### config.mk
export PLATFORM = sky130hd
export DESIGN_NAME = rr_req_frontend
export DESIGN_NICKNAME = d
export VERILOG_FILES = /design/src/rtl/rr_frontend_pkg.sv /design/src/rtl/port_slot.sv /design/src/rtl/rr_req_frontend.sv
export SDC_FILE = /design/constraint.sdc
export NUM_CORES = 1
export LEC_CHECK = 0
export ABC_AREA = 0
export CAP_MARGIN = 20
export CELL_PAD_IN_SITES_DETAIL_PLACEMENT = 0
export CELL_PAD_IN_SITES_GLOBAL_PLACEMENT = 1
export CORE_ASPECT_RATIO = 0.6
export CORE_MARGIN = 2
export CORE_UTILIZATION = 41
export DETAILED_ROUTE_END_ITERATION = 10
export GPL_ROUTABILITY_DRIVEN = 1
export GPL_TIMING_DRIVEN = 0
export PLACE_DENSITY_LB_ADDON = 0.25
export SLEW_MARGIN = 20
export SYNTH_ARGS = -nofsm -noshare
export SYNTH_HDL_FRONTEND = slang
export SYNTH_SLANG_ARGS = --single-unit
### constraint.sdc
create_clock -name clk -period 3.18 [get_ports clk]
set_input_delay 0.318 -clock clk [delete_from_list [all_inputs] [get_ports clk]]
set_output_delay 0.318 -clock clk [all_outputs]
set_load 0.01 [all_outputs]
### src/rtl/rr_frontend_pkg.sv
// Shared constants, output FSM state type and grant-decoding helpers for the
// round-robin request frontend.
package rr_frontend_pkg;

  localparam int NUM_PORTS  = 4;
  localparam int DATA_W_DEF = 8;
  localparam int PORT_W     = 2;

  typedef enum logic {
    ST_IDLE = 1'b0,
    ST_HOLD = 1'b1
  } out_state_t;

  function automatic logic gnt_is_onehot(input logic [NUM_PORTS-1:0] g);
    return ($countones(g) == 1);
  endfunction

  // Only meaningful when g is one-hot; returns 0 for an all-zero vector.
  function automatic logic [PORT_W-1:0] gnt_index(input logic [NUM_PORTS-1:0] g);
    logic [PORT_W-1:0] idx;
    idx = '0;
    for (int i = 0; i < NUM_PORTS; i++) begin
      if (g[i]) idx = PORT_W'(i);
    end
    return idx;
  endfunction

endpackage

### src/rtl/port_slot.sv
// Single-entry holding register for one upstream port. Accepts a beat only
// while empty; the pop request clears it and the refill waits a cycle.
module port_slot
  import rr_frontend_pkg::*;
#(
  parameter int DATA_W = DATA_W_DEF
) (
  input  logic              clk,
  input  logic              rst,
  input  logic              in_valid,
  output logic              in_ready,
  input  logic [DATA_W-1:0] in_data,
  input  logic              pop,
  output logic              full,
  output logic [DATA_W-1:0] data
);

  assign in_ready = ~full;

  always_ff @(posedge clk or posedge rst) begin
    if (rst) begin
      full <= 1'b0;
      data <= '0;
    end else begin
      if (pop) begin
        full <= 1'b0;
      end
      // in_ready is ~full, so a capture never coincides with a pop of this slot.
      if (in_valid && !full) begin
        full <= 1'b1;
        data <= in_data;
      end
    end
  end

endmodule

### src/rtl/rr_req_frontend.sv
// Four single-entry port slots feeding an external round-robin arbiter; the
// granted slot is moved into a registered valid/ready output stage.
module rr_req_frontend
  import rr_frontend_pkg::*;
#(
  parameter int DATA_W = DATA_W_DEF
) (
  input  logic                          clk,
  input  logic                          rst,
  input  logic [NUM_PORTS-1:0]          in_valid,
  output logic [NUM_PORTS-1:0]          in_ready,
  input  logic [NUM_PORTS*DATA_W-1:0]   in_data,
  output logic [NUM_PORTS-1:0]          req,
  input  logic [NUM_PORTS-1:0]          gnt,
  output logic                          out_valid,
  input  logic                          out_ready,
  output logic [DATA_W-1:0]             out_data,
  output logic [PORT_W-1:0]             out_port,
  output logic                          err_gnt,
  output out_state_t                    fsm_state
);

  // Handshake: a beat transfers on any edge where valid && ready; valid never
  // depends on ready, and a held beat stays stable until it transfers.

  logic [NUM_PORTS-1:0] full;
  logic [NUM_PORTS-1:0] pop_vec;
  logic [DATA_W-1:0]    slot_data [NUM_PORTS];

  out_state_t           state;
  logic                 gnt_ok;
  logic [PORT_W-1:0]    gnt_idx;
  logic                 can_load;
  logic                 pop_en;
  logic                 gnt_bad;

  for (genvar i = 0; i < NUM_PORTS; i++) begin : g_slot
    port_slot #(.DATA_W(DATA_W)) u_slot (
      .clk      (clk),
      .rst      (rst),
      .in_valid (in_valid[i]),
      .in_ready (in_ready[i]),
      .in_data  (in_data[i*DATA_W +: DATA_W]),
      .pop      (pop_vec[i]),
      .full     (full[i]),
      .data     (slot_data[i])
    );
  end

  assign req       = full;
  assign fsm_state = state;

  assign gnt_ok   = gnt_is_onehot(gnt);
  assign gnt_idx  = gnt_index(gnt);
  assign can_load = (state == ST_IDLE) || out_ready;
  // A one-hot grant at an empty slot is legal (arbiter idle default) and pops nothing.
  assign pop_en   = gnt_ok && ((gnt & full) != '0) && can_load;
  assign pop_vec  = pop_en ? gnt : '0;
  assign gnt_bad  = (full != '0) && !gnt_ok;

  always_ff @(posedge clk or posedge rst) begin
    if (rst) begin
      state     <= ST_IDLE;
      out_valid <= 1'b0;
      out_data  <= '0;
      out_port  <= '0;
      err_gnt   <= 1'b0;
    end else begin
      err_gnt <= gnt_bad;
      case (state)
        ST_IDLE: begin
          if (pop_en) begin
            state     <= ST_HOLD;
            out_valid <= 1'b1;
            out_data  <= slot_data[gnt_idx];
            out_port  <= gnt_idx;
          end
        end
        ST_HOLD: begin
          if (out_ready) begin
            if (pop_en) begin
              out_data <= slot_data[gnt_idx];
              out_port <= gnt_idx;
            end else begin
              state     <= ST_IDLE;
              out_valid <= 1'b0;
            end
          end
        end
        default: begin
          state     <= ST_IDLE;
          out_valid <= 1'b0;
        end
      endcase
    end
  end

endmodule

Word-level counts from Yosys, hierarchy flattened. Cells that the tools add are included.

Register bits: 49. Bits in latches: 0. Bits in writable memories: 0. ROM bits: 0. Bits of input ports: 43. Output and inout bits: 21. Word-level logic and storage cells: 76. Memories: 0.

$add $sub $neg: 3. Multipliers: 0. Divide/modulo/power cells: 0. $lt $le $gt $ge: 1. Eq/ne operators: 4. Shift-type cells: 0. Muxes and demuxes: 28. Bitwise logic cells: 7. Reductions and logical operators: 20.

Operator list (count): two-way mux 8 bit (4); binary-select mux 8 bit (select 2 bit) (1); one-hot mux 8 bit (2 select lines) (1); two-way mux 1 bit (14); two-way mux 2 bit (4); nonzero test 2 bit (4); nonzero test 4 bit (2); logical AND 1 bit (7); inequality test 2 bit, second input constant (3); logical NOT 1 bit (5); inverter 1 bit (5); adder 1 x 1 -> 2 bit (2); AND 4 bit (1); two-way mux 4 bit (1); one-hot mux 1 bit (2 select lines) (2); one-hot mux 2 bit (2 select lines) (1); adder 2 x 2 -> 3 bit (1); equality test 3 x 1 -> 1 bit, second input constant (1); >= comparator 3 bit, second input constant (1); inverter 2 -> 3 bit (1); AND reduction 3 bit (1); logical OR 1 bit (1).

Logic depth before layout (Yosys ltp).
Depth after elaboration: 10. Gate-level depth with buffers: 11. Mapped depth without buffers: 8.

By module. Synthesis repeated with hierarchy kept, for this count alone.

Cells, all modules: 175. Area, all modules: 2463.6 um2.

By module, submodules not included: port_slot (instances 4, cells each 22, area each 377.9 um2, sequential area each 225.2 um2); rr_req_frontend (instances 1, cells each 87, area each 952.2 um2, sequential area each 325.3 um2).

Least setup slack after synthesis. OpenSTA, ideal clock, no wires.

Kind: input to register. Start: input port gnt[3]. End: register out_data[0]. Setup time: 0.125 ns. Arrival: 2.606 ns. Setup slack: 0.449 ns. Stages on the path: 11. Path buffers: 3. Cell sequence: buf_2 > buf_2 > inv_1 > fa_1 > inv_1 > ha_1 > ha_1 > nor3b_2 > o211a_4 > buf_8 > mux2_4.

Cells in the longest elaborated chain, start to end: 8. Elaborated cells on any way between the ends: 15. Classes of those cells: 2 x add/sub; 1 x eq/ne; 7 x mux; 2 x bitwise; 3 x reduce/logical.

Ends and longest elaborated chain: start, declared (line rr_req_frontend.sv:14) `input logic [NUM_PORTS-1:0] gnt,`; adder 1 x 1 -> 2 bit (not written as such) / two-way mux 2 bit (equally long branches) (line rr_frontend_pkg.sv:15, rr_frontend_pkg.sv:23); adder 2 x 2 -> 3 bit (not written as such) / inverter 2 -> 3 bit (equally long branches) (line rr_frontend_pkg.sv:15, rr_req_frontend.sv:75, rr_req_frontend.sv:82); equality test 3 x 1 -> 1 bit / binary-select mux 8 bit (select 2 bit) (equally long branches) (line rr_frontend_pkg.sv:15, rr_req_frontend.sv:75, rr_req_frontend.sv:82); logical AND 1 bit / two-way mux 8 bit (equally long branches) (2 in a row) (line rr_req_frontend.sv:57, rr_req_frontend.sv:75, rr_req_frontend.sv:82); two-way mux 8 bit (*) (line rr_req_frontend.sv:72, rr_req_frontend.sv:81); two-way mux 8 bit (line rr_req_frontend.sv:80) `if (out_ready) begin`; one-hot mux 8 bit (2 select lines) (*) (line rr_req_frontend.sv:70) `case (state)`; end signal, assigned (line rr_req_frontend.sv:75) `out_data <= slot_data[gnt_idx];`; end signal, assigned (line rr_req_frontend.sv:82) `out_data <= slot_data[gnt_idx];`; end, declared (line rr_req_frontend.sv:17) `output logic [DATA_W-1:0] out_data,`.

Mark *: on every way between the ends. The rest lies on a longest branch, timed or not. The select of a mux whose other input is x is not followed. A chain may end at the register's enable or synchronous reset.

Worst setup path in the final report.
Start: input port gnt[1]. End: register out_data[7].

Cells in the longest elaborated chain, start to end: 10. Elaborated cells on any way between the ends: 17. Classes of those cells: 2 x add/sub; 1 x eq/ne; 9 x mux; 2 x bitwise; 3 x reduce/logical.

Ends and longest elaborated chain: two-way mux 1 bit (line rr_frontend_pkg.sv:23) `if (g[i]) idx = PORT_W'(i);`; two-way mux 2 bit (2 in a row) (line rr_frontend_pkg.sv:23); inverter 2 -> 3 bit (not written as such) (line rr_req_frontend.sv:75, rr_req_frontend.sv:82); binary-select mux 8 bit (select 2 bit) (line rr_req_frontend.sv:75, rr_req_frontend.sv:82); two-way mux 8 bit (not written as such) (2 in a row) (line rr_req_frontend.sv:75, rr_req_frontend.sv:82); two-way mux 8 bit (*) (line rr_req_frontend.sv:72, rr_req_frontend.sv:81); two-way mux 8 bit (line rr_req_frontend.sv:80); one-hot mux 8 bit (2 select lines) (*) (line rr_req_frontend.sv:70).

Marked as above.

==> parameters.txt <==
Parameter                              Value

Clocking
  Buffer type at the clock tree root ... sky130_fd_sc_hd__clkbuf_8
  Latest clock arrival within the worst-skew pair ... 0.30 ns
  Clock-pin slew of the registers on the worst-case setup and hold paths ... 0.08 ns
  Clock tree from TritonCTS ... yes
  Number of buffers between clock root and the deepest sink ... 2
  Post-CTS setup repair buffer count ... 0
  Number of buffers added by the clock tree synthesis step ... 5
  Total number of H-tree levels ... 2
  Num Clock Sinks ... 49

Pwr
  Final Total Pwr ... 2290 µW
  Static leakage ... 0.001373 µW
  VDD IR max ... 328.1 µV
  Internal power consumption ... 1638 µW
  Switching power ... 652.4 µW
  Proportion of power drawn by flip-flops and latches ... 46.7%
  Pwr/cell area ... 720.4 nW/µm²
  Switching part of the total power ... 28.48%
  Share of power burned in combinational logic ... 37.2%
  Part of the power in the clock network ... 16.1%

Floorplanning
  Die extent in x ... 101.4 µm
  Initial standard-cell utilization of the core ... 42.13%
  Height of the die ... 62.47 µm
  Area of the placeable core ... 5544 µm²
  Floorplan row count ... 21
  Number of I/O pins ... 64
  Overall die area ... 6337 µm²

Timing
  Setup repair after global routing missed its margin ... no
  Hold Fails Final Rpt ... 0
  Total count of max-transition violations in the final report ... 0
  Total setup violations reported at the end of the flow ... 0
  Pin slew with the least headroom to its limit ... 0.5899 ns
  Post-route clock skew ... 0.005130 ns
  Worst relative slew slack ... 60.68%
  Max frequency ... 330.5 MHz
  Fraction of the cycle the final worst path needs ... 95.15%
  Post-layout min period ... 3.026 ns
  Setup ws final ... 0.1543 ns
  Hold slack ... 0.3509 ns

Detailed routing
  Post-Route WL ... 4.830 mm
  1st-iter DRT viols ... 36
  Post-DR vias/cell ... 4.748
  DR DRC count ... 0
  Average wire per standard cell ... 14.50 µm
  Via count ... 1581
  Detailed-routing iteration count for the pre-antenna-repair pass ... 4
  Post-route ant nets ... 0

GRT
  Pin count of the biggest net entering global routing ... 30
  Overall track demand over capacity in global routing ... 16.62%
  Initial antenna violation count ... 0
  Wire length of the first global-routing pass ... 7.997 mm
  Total congestion overflow after global routing ... 0
  Via count of the first global-routing pass ... 1629

Placement
  Number of buffers added on ports ... 63
  Final weighted congestion in routability-driven placement ... 0.7086
  Setup slack at placement ... -0.4438 ns
  Post-detailed-placement half-perimeter wirelength ... 3.676 mm

Critical path
  Max stage delay on crit path ... 0.51 ns
  Data required, critical path ... 3.37 ns
  Startpoint of the worst setup timing path ... gnt[1]
  Data arrival time of the critical path ... 3.21 ns
  CP endpoint kind ... flip-flop
  Crit path cell chain ... clkdlybuf4s50_1, clkbuf_4, inv_1, fa_1, inv_1, ha_1, ha_1, nor3b_4, o211a_4, buf_8, mux2_4
  Category of the critical setup timing path ... in2reg
  Worst-path cell with the longest stage delay ... sky130_fd_sc_hd__fa_1
  Sort of element at the start of the critical path ... input port
  Highest fanout seen on the critical path ... 10
  Startpoint of the lowest-slack register-to-register path ... g_slot[1].u_slot.full

Synthesis
  Cell types occupying the most area after synthesis ... sky130_fd_sc_hd__dfrtp_1, sky130_fd_sc_hd__mux2_2, sky130_fd_sc_hd__mux2i_1
  Synth Instances ... 183
  Post-synthesis sequential element count ... 49
  Combined area of all synthesized cells ... 2336 µm²
  Number of warnings printed during yosys synthesis ... 0
  Primary FF master, synth ... sky130_fd_sc_hd__dfrtp_1
  Mean Syn Cell Area ... 12.76 µm²
  Net count after synthesis ... 229
  Proportion of synthesized chip area in sequential cells ... 52.49%
  Number of distinct standard cells referenced by the synthesized netlist ... 30
  Number of synthesized flops with an enable pin ... 0
  Biggest area consumer among synthesized cells ... sky130_fd_sc_hd__dfrtp_1
  Area fraction of the dominant cell type after synthesis ... 52.49%
  Async set or reset register ratio after synthesis ... 100.0%

Cells and area
  Filler cells ... 472
  ANT cells ... 0
  Final Util ... 57.35%
  Layout overhead on the synthesized area ... 36.10%
  Reg area ... 1226 µm²
  Fraction of final layout cells with drive strength greater than 1 ... 23.32%
  # nets final ... 299
  Area of the multi-input gates ... 948.4 µm²

Outcome
  Status ... finished clean

Min path
  Classification of the worst-slack hold path ... in2async

Flow run
  # Max-Cap Violations ... 0
power by group through the flow:
stage	Sequential [µW]	Combinational [µW]	Clock, µW
final	1070	852	369
after floorplan	1080	493	0
after global placement	1080	839	0
after detailed placement	1080	861	0
after global routing	1100	933	408
after CTS	1070	868	380
cells in the mapped netlist, types with 3 or more instances:
library cell / count
sky130_fd_sc_hd__a211oi_1: 6
sky130_fd_sc_hd__a31oi_1: 4
sky130_fd_sc_hd__buf_2: 5
sky130_fd_sc_hd__buf_4: 8
sky130_fd_sc_hd__clkbuf_1: 3
sky130_fd_sc_hd__dfrtp_1: 49
sky130_fd_sc_hd__inv_1: 15
sky130_fd_sc_hd__mux2_1: 4
sky130_fd_sc_hd__mux2_2: 30
sky130_fd_sc_hd__mux2_4: 5
sky130_fd_sc_hd__mux2i_1: 9
sky130_fd_sc_hd__nand2_1: 3
sky130_fd_sc_hd__nor2_1: 4
sky130_fd_sc_hd__nor2b_1: 8
sky130_fd_sc_hd__nor3b_1: 8
sky130_fd_sc_hd__o21ai_0: 4
registers in the layout, indices dropped and copies added (netlist names):
register	cells
err_gnt	1
fsm_state	1
g_slot.u_slot.data	32
g_slot.u_slot.full	4
out_data	8
out_port	2
out_valid	1
cell type report:
type	instances	share of cell area (%)
plain buffers	16	3.503
clock buffers	7	2.715
inverters	15	1.771
multi-input cells	102	29.83
flip-flops and latches	49	38.57
well taps	80	3.148
repair buffers	64	20.46
placed cells by master, fill, tap and decap left out, types with 3 or more instances in the layout:
cell,n
sky130_fd_sc_hd__nor2b_1,8
sky130_fd_sc_hd__a31oi_1,4
sky130_fd_sc_hd__dfrtp_1,49
sky130_fd_sc_hd__clkbuf_8,6
sky130_fd_sc_hd__mux2_2,30
sky130_fd_sc_hd__inv_1,14
sky130_fd_sc_hd__clkbuf_1,4
sky130_fd_sc_hd__o21ai_0,4
sky130_fd_sc_hd__mux2_1,4
sky130_fd_sc_hd__buf_4,8
sky130_fd_sc_hd__nor3b_1,8
sky130_fd_sc_hd__nor2_1,4
sky130_fd_sc_hd__mux2i_1,9
sky130_fd_sc_hd__a211oi_1,6
sky130_fd_sc_hd__clkdlybuf4s50_1,63
sky130_fd_sc_hd__mux2_4,5
sky130_fd_sc_hd__nand2_1,3
path summary, 6_finish.rpt:
path	to	slack, ns	cells after the start
setup / recovery	out_data[7]	0.15	11
max in group asynchronous	g_slot[0].u_slot.data[6]	2.32	3
hold / removal	g_slot[1].u_slot.data[7]	0.35	2
hold reg to reg	out_data[3]	0.50	1
setup reg to reg	out_data[7]	1.57	4
min in group clk	out_data[3]	0.50	1
what timing repair did:
item | in CTS | in global routing
resized for setup | 1 | 2
endpoints found under the setup margin | 5 | 5
hold buffers | 0 | 0
stage by stage:
stage,setup TNS [ns],instance area [µm²],instances
after floorplan,0,2336,183
after global routing,0,3179,333
after CTS,0,3174,333
after global placement,-4.070,3067,326
after detailed placement,-4.697,3087,327
final,0,3179,333
cell families after synthesis:
logic type      Yosys count  synth area share [%]
compound gates           22                 7.124
fa+ha+maj                 3                 1.928
buf+inv                  32                 7.177
flops                    49                 52.49
mux                      48                 23.46
simple gates             29                 7.820
per-layer routing:
metal	track usage [%]	share of wire, %	wire (µm)
met1	24.01	50	2438
met5	0	0	0
met2	24.42	44	2134
met4	5.574	1.3	61
met3	4.139	4.1	196
worst max-delay path: cells and delay by family:
kind                     cells  cell delay [ns]
AND/OR/NAND/NOR              1             0.30
adder cells (fa/ha/maj)      3             0.98
buffers and inverters        5             1.04
multiplexers                 1             0.30
AO/OA/AOI/OAI                1             0.27
(Power assumes the default switching activity.)
